File: src/rtl/program_loader.sv
// Boot-time program loader: streams a program image into instruction memory,
// reads it back, and enables the cpu only if the additive checksum matches.
module program_loader #(
    parameter int          DATA_W    = 32,
    parameter int          DEPTH     = 512,
    parameter int          CNT_W     = 10,
    parameter int          ADDR_STEP = 4,
    parameter logic [31:0] BASE_ADDR = 32'h0
) (
    input  logic              clk,
    input  logic              rst,
    input  logic              start,
    input  logic              halt,
    input  logic [CNT_W-1:0]  word_count,
    input  logic              s_valid,
    output logic              s_ready,
    input  logic [DATA_W-1:0] s_data,
    output logic [31:0]       addr_ext,
    output logic              wen_ext,
    output logic              ren_ext,
    output logic [DATA_W-1:0] wdata_ext,
    input  logic [DATA_W-1:0] rdata_ext,
    output logic              cpu_enable,
    output logic              busy,
    output logic              done,
    output logic              error
);

    typedef enum logic [2:0] {
        S_IDLE, S_LOAD, S_VERIFY, S_CHECK, S_RUN, S_ERROR
    } state_t;

    state_t              state_q, state_d;
    logic [CNT_W-1:0]    n_q, n_d;
    logic [CNT_W-1:0]    idx_q, idx_d;
    logic [DATA_W-1:0]   sum_wr_q, sum_wr_d;
    logic [DATA_W-1:0]   sum_rd_q, sum_rd_d;
    logic                rvld_q, rvld_d;
    logic [31:0]         addr_q, addr_d;
    logic                wen_q, wen_d;
    logic                ren_q, ren_d;
    logic [DATA_W-1:0]   wdata_q, wdata_d;
    logic                cpu_en_q, cpu_en_d;
    logic                busy_q, busy_d;
    logic                done_q, done_d;
    logic                error_q, error_d;

    function automatic logic [31:0] word_addr(input logic [CNT_W-1:0] idx);
        logic [31:0] w;
        w = 32'(idx);
        return BASE_ADDR + w * 32'(ADDR_STEP);
    endfunction

    always_comb begin
        state_d  = state_q;
        n_d      = n_q;
        idx_d    = idx_q;
        sum_wr_d = sum_wr_q;
        sum_rd_d = sum_rd_q;
        addr_d   = addr_q;
        wdata_d  = wdata_q;
        wen_d    = 1'b0;
        ren_d    = 1'b0;
        // Read data arrives one cycle after ren_ext, so rvld trails ren by a cycle.
        rvld_d   = ren_q;
        if (rvld_q) begin
            sum_rd_d = sum_rd_q + rdata_ext;
        end

        case (state_q)
            S_IDLE: begin
                if (start) begin
                    n_d = word_count;
                    if (word_count == '0 || word_count > CNT_W'(DEPTH)) begin
                        state_d = S_ERROR;
                    end else begin
                        state_d  = S_LOAD;
                        idx_d    = '0;
                        sum_wr_d = '0;
                    end
                end
            end
            S_LOAD: begin
                if (s_valid) begin
                    wen_d    = 1'b1;
                    addr_d   = word_addr(idx_q);
                    wdata_d  = s_data;
                    sum_wr_d = sum_wr_q + s_data;
                    idx_d    = idx_q + CNT_W'(1);
                    if (idx_q == n_q - CNT_W'(1)) begin
                        state_d  = S_VERIFY;
                        idx_d    = '0;
                        sum_rd_d = '0;
                    end
                end
            end
            S_VERIFY: begin
                ren_d  = 1'b1;
                addr_d = word_addr(idx_q);
                idx_d  = idx_q + CNT_W'(1);
                if (idx_q == n_q - CNT_W'(1)) begin
                    state_d = S_CHECK;
                end
            end
            S_CHECK: begin
                // Compare once the last read word is being absorbed this cycle.
                if (!ren_q && rvld_q) begin
                    state_d = (sum_rd_d == sum_wr_q) ? S_RUN : S_ERROR;
                end
            end
            S_RUN, S_ERROR: begin
                if (halt) begin
                    state_d = S_IDLE;
                    addr_d  = '0;
                    wdata_d = '0;
                end
            end
            default: state_d = S_IDLE;
        endcase

        busy_d   = (state_d == S_LOAD) || (state_d == S_VERIFY) || (state_d == S_CHECK);
        done_d   = (state_d == S_RUN);
        cpu_en_d = (state_d == S_RUN);
        error_d  = (state_d == S_ERROR);
    end

    always_ff @(posedge clk) begin
        if (rst) begin
            state_q  <= S_IDLE;
            n_q      <= '0;
            idx_q    <= '0;
            sum_wr_q <= '0;
            sum_rd_q <= '0;
            rvld_q   <= 1'b0;
            addr_q   <= '0;
            wen_q    <= 1'b0;
            ren_q    <= 1'b0;
            wdata_q  <= '0;
            cpu_en_q <= 1'b0;
            busy_q   <= 1'b0;
            done_q   <= 1'b0;
            error_q  <= 1'b0;
        end else begin
            state_q  <= state_d;
            n_q      <= n_d;
            idx_q    <= idx_d;
            sum_wr_q <= sum_wr_d;
            sum_rd_q <= sum_rd_d;
            rvld_q   <= rvld_d;
            addr_q   <= addr_d;
            wen_q    <= wen_d;
            ren_q    <= ren_d;
            wdata_q  <= wdata_d;
            cpu_en_q <= cpu_en_d;
            busy_q   <= busy_d;
            done_q   <= done_d;
            error_q  <= error_d;
        end
    end

    assign s_ready    = (state_q == S_LOAD);
    assign addr_ext   = addr_q;
    assign wen_ext    = wen_q;
    assign ren_ext    = ren_q;
    assign wdata_ext  = wdata_q;
    assign cpu_enable = cpu_en_q;
    assign busy       = busy_q;
    assign done       = done_q;
    assign error      = error_q;

endmodule

File: config.mk
export PLATFORM = sky130hd
export DESIGN_NAME = program_loader
export DESIGN_NICKNAME = d
export VERILOG_FILES = /design/src/rtl/program_loader.sv
export SDC_FILE = /design/constraint.sdc
export NUM_CORES = 1
export LEC_CHECK = 0
export ABC_AREA = 0
export BUFFER_PORTS_ARGS = -buffer_cell sky130_fd_sc_hd__buf_4
export CORE_UTILIZATION = 64
export DETAILED_ROUTE_END_ITERATION = 8
export GPL_TIMING_DRIVEN = 0
export PLACE_DENSITY_LB_ADDON = 0.15
export SYNTH_ARGS = -nofsm -noshare
export SYNTH_HDL_FRONTEND = slang
export SYNTH_SLANG_ARGS = --single-unit
File: constraint.sdc
create_clock -name clk -period 13.55 [get_ports clk]
set_clock_uncertainty 0.05 [all_clocks]
set_input_delay 4.065 -clock clk [delete_from_list [all_inputs] [get_ports clk]]
set_output_delay 4.065 -clock clk [all_outputs]
set_load 0.03 [all_outputs]
=== Word-level counts from Yosys, hierarchy flattened ===
Cells that the tools add are included.

* Add/sub/neg operators: 4
* Magnitude comparators: 1
* Equality and inequality tests: 16
* Muxes and demuxes: 29
* Bitwise gates (word level): 1
* Reduce and logical (&&, ||, !) cells: 18

{| class="wikitable"
|+ Operators by type and width
! cell !! number
|-
| $mux W32 || 10
|-
| $pmux W32 S2 || 2
|-
| $pmux W32 S3 || 1
|-
| $add A32 B32 Y32 || 2
|-
| $mux W10 || 4
|-
| $eq A32 B32 Y1 || 1
|-
| $pmux W10 S3 || 1
|-
| $mux W3 || 7
|-
| $pmux W3 S5 || 1
|-
| $eq A3 B2 Y1 const B || 4
|-
| $eq A3 B3 Y1 const B || 4
|-
| $add A10 B1 Y10 const B || 1
|-
| $eq A10 B10 Y1 || 1
|-
| $gt A10 B10 Y1 const B || 1
|-
| $logic_not A10 Y1 || 1
|-
| $sub A10 B1 Y10 const B || 1
|-
| $ne A2 B2 Y1 const B || 4
|-
| $reduce_and A4 Y1 || 2
|-
| $eq A3 B1 Y1 const B || 2
|-
| $reduce_and A3 Y1 || 2
|-
| $reduce_bool A3 Y1 || 2
|-
| $reduce_bool A2 Y1 || 2
|-
| $reduce_or A2 Y1 || 2
|-
| $logic_not A3 Y1 || 1
|-
| 6 further kinds || 10
|}

* Register bits: 157
* Output and inout bits: 71
* Logic and storage cells: 82

=== Depth between registers and ports, before layout ===
* Word-level depth: 9
* Gate-level depth with buffers: 14

=== Least setup slack after synthesis ===
OpenSTA, ideal clock, no wires.

* Kind: input port to flip-flop
* From: input port rdata_ext[0]
* To: register state_q[0]
* Library setup time: 0.133 ns
* Arrival time: 6.903 ns
* Slack: 6.463 ns
* Stages: 13
* Path buffers: 0
* Path through: ha_1 > inv_1 > fa_1 > xnor2_1 > xnor2_1 > nand2b_1 > or4_1 > or4_1 > nor4b_2 > nand4b_1 > nor4_1 > and4b_1 > a211oi_1

* Cells in the longest elaborated chain, start to end: 6

{| class="wikitable"
|+ Ends and longest elaborated chain
! what !! RTL line !! text
|-
| start, declared || 22 || <nowiki>input logic [DATA_W-1:0] rdata_ext,</nowiki>
|-
| $add A32 B32 Y32 || 67 || <nowiki>sum_rd_d = sum_rd_q + rdata_ext;</nowiki>
|-
| $mux W32 || 66 || <nowiki>if (rvld_q) begin</nowiki>
|-
| $eq A32 B32 Y1 || 108 || <nowiki>state_d = (sum_rd_d == sum_wr_q) ? S_RUN : S_ERROR;</nowiki>
|-
| $mux W1 || 108 ||
|-
| $mux W3 || 107 || <nowiki>if (!ren_q && rvld_q) begin</nowiki>
|-
| $pmux W3 S5 || 70 || <nowiki>case (state_q)</nowiki>
|-
| end signal, assigned || 144 || <nowiki>state_q <= state_d;</nowiki>
|-
| end, declared || 33 || <nowiki>state_t state_q, state_d;</nowiki>
|}

Every way passes these cells.
A chain may end at the register's enable or synchronous reset.

=== Worst setup path in the final report ===
Ends and elaborated chain as after synthesis.

==> flow_metrics.tcl <==
set metrics [dict create \
    synthArstFlopShare 0 \
    track_usage 0.4279 \
    drc_errors 0 \
    worstSetupPathType "input port to flip-flop" \
    drtPass1Iterations 6 \
    reg2reg_from "rvld_q" \
    clk_latency_ns 0.45 \
    totalWireLength_um 37730 \
    clockBufferDepth 2 \
    crit_start "rdata_ext[0]" \
    cts_tree "yes" \
    finalCritPeriodShare 0.5586 \
    ys_ff_latch 135 \
    drtIter0Drc 1475 \
    worst_setup_path_end_kind "flip-flop" \
    drv_slew 0 \
    fp.coreArea_um2 16520 \
    tns_ns 0 \
    fmax_ghz 0.1321 \
    yosysUniqueCellTypes 93 \
    die_w_um 131.9 \
    peakVddDrop_v 0.00009352 \
    crit_end "state_q[0]" \
    hp-class "flip-flop to flip-flop" \
    clock_sinks 135 \
    reg2regPathDepth 10 \
    finalHoldViolCount 0 \
    arrival_ns 7.87 \
    area_delta_synth_final_pct 17.34 \
    grt_max_degree 17 \
    r2r_slack_ns 9.25 \
    grt_pass1_wl_um 58260 \
    synth-edff-count 0 \
    portBuffers 126 \
    ant_nets 0 \
    fin_crit_ns 7.570 \
    grt_pass1_vias 10780 \
    holdBufCountCts 0 \
    powerDensity_nw_per_um2 88.51 \
    crit_fanout 6 \
    r2r-end "done" \
    ys_seq_area_frac 0.2501 \
    slew_headroom 0.2260 \
    ff_latch_area_um2 2703 \
    layout-drive-gt1-share 0.1548 \
    fillers 1253 \
    routabilityCongestion 1.057 \
    avgSynthCellArea_um2 7.697 \
    postLayoutCoreUtil 0.7674 \
    yosys_warnings 0 \
    post-cts-setup-buffers 0 \
    cts_buffers 17 \
    netlist_area_um2 10810 \
    wl_per_cell_um 20.92 \
    startpoint_type "input port" \
    cp.required_ns 13.85 \
    htreeDepth 4 \
    rsz0062_at_grt "no" \
    path_clk_slew_ns 0.07 \
    post_cts_resized 0 \
    antennaDiodeCount 0 \
    setup_viol 0 \
    finalNetCount 1715 \
    root_buffer "clkbuf_16" \
    die_area_um2 17410 \
    die_y_um 131.9 \
    grt-ovfl-total 0 \
    maxCapViolations 0 \
    vias_per_cell 6.621 \
    multiInputGateArea_um2 7540 \
    hpwl_um 29070 \
    io_pins 150 \
    antenna_found_initial 1 \
    initial_utilization 0.6540 \
    vias 11940 \
    worst-slew-pin-transition_ns 1.161 \
    outcome "finished clean" \
    core.rowCount 47 \
    p_leak_nw 5.310 \
    synth_flop_cell "dfxtp_1" \
    syn-instance-count 1404 \
]
[flip-flops by register name, summed over array words and instances (netlist names), 3 cells and up]
| register | flops |
|---|---|
| addr_ext | 10 |
| idx_q | 10 |
| n_q | 10 |
| state_q | 3 |
| sum_rd_q | 32 |
| sum_wr_q | 32 |
| wdata_ext | 32 |
[synth_stat cells (14+ instances only)]
library cell	instances	area (um^2)
mux2i_1	21	210.2
nand3_1	73	365.4
o21ai_0	56	280.3
inv_1	34	127.6
nor4_1	14	87.58
nor2b_1	14	87.58
xnor2_1	51	446.7
nand2_1	148	555.5
nor2_1	110	412.9
ha_1	64	800.8
a211oi_1	21	157.7
nand4_1	25	156.4
clkbuf_1	51	191.4
buf_4	28	210.2
a22oi_1	17	127.6
and3_1	19	118.9
a21oi_1	142	710.7
dfxtp_1	135	2703
a21o_1	33	247.7
nand2b_1	18	112.6
xor2_1	41	359.1
nor3_1	25	125.1
buf_2	16	80.08
[power by group]
| group | total [mW] | internal [mW] | switching [mW] | leakage [nW] |
|---|---|---|---|---|
| combinational | 0.234 | 0.0913 | 0.143 | 3.94 |
| sequential | 0.425 | 0.409 | 0.0164 | 1.09 |
| clock | 0.463 | 0.247 | 0.215 | 0.277 |
| total | 1.12 | 0.748 | 0.375 | 5.31 |
[cell usage in the layout (no fill, tap or decap), types with 25 or more instances in the layout]
cell        n
nor2_1    110
buf_4     154
dfxtp_1   135
nor3_1     25
nand2_1   148
nand4_1    25
xor2_1     41
a21o_1     33
o21ai_0    56
ha_1       64
clkbuf_1   51
nand3_1    73
inv_1      34
a21oi_1   142
xnor2_1    51
[worst max-delay path, stage by stage]
cell and delay (ns):
buf_4 0.08, ha_1 0.21, inv_1 0.07, fa_1 0.41, nor2b_1 0.40, o31ai_4 0.14
a21o_2 0.27, a211oi_1 0.60, mux2_2 0.42, o32ai_1 0.39, a2111oi_0 0.13, o211ai_1 0.18
and4b_1 0.25, a211oi_1 0.25
[layout make-up]
type / count / area share
buffer: 101 / 0.04036
clock buffer: 18 / 0.03463
clock inverter: 14 / 0.01066
inverter: 35 / 0.01036
multi-input combinational: 1154 / 0.5946
sequential: 135 / 0.2131
tap: 220 / 0.02171
timing repair buffer: 126 / 0.07459
[stage by stage]
stage	setup slack (ns)	cells	total power [mW]	area, um^2	hold slack (ns)
2_1_floorplan	6.463	1425	0.5857	10890	0.3948
3_3_place_gp	5.786	1771	0.6530	12110	0.3894
3_5_place_dp	5.733	1771	0.6596	12110	0.3952
4_1_cts	6.130	1803	1.112	12680	0.4047
5_1_grt	5.913	1803	1.154	12680	0.4217
6_report	5.980	1803	1.122	12680	0.4012
[cells by family (layout without fill, tap and decap cells)]
group / after synthesis / in the layout / share of synthesized area
xor gates and xnor gates: 93 / 93 / 0.07676
other: 1 / 22 / 0.0003470
muxes: 26 / 26 / 0.02466
buffers and inverters: 136 / 294 / 0.05951
DFF: 135 / 135 / 0.2501
and+or+nand+nor: 520 / 520 / 0.2426
adders and majority gates: 66 / 66 / 0.07781
AOI/OAI and AO/OA: 427 / 427 / 0.2683
[worst min path at each step]
stage             startpoint  cells past startpoint  slack (ns)       endpoint
6_report        wdata_ext[8]                      2        0.40   wdata_ext[8]
5_1_grt        wdata_ext[25]                      2        0.42  wdata_ext[25]
4_1_cts         wdata_ext[8]                      2        0.40   wdata_ext[8]
3_5_place_dp    wdata_ext[8]                      2        0.40   wdata_ext[8]
3_3_place_gp   wdata_ext[26]                      2        0.39  wdata_ext[26]
2_1_floorplan   sum_rd_q[10]                      2        0.39   sum_rd_q[10]
[routing by layer]
metal  wire (um)  vias to the layer above  GRT usage
met5          13                        -          0
met4        1862                        2     0.2242
met3        4440                      160     0.1023
met2       16530                      799     0.6561
met1       14880                     5502     0.5579
li1            -                     5475          -
Note: power is estimated with default switching activity, not from simulation.
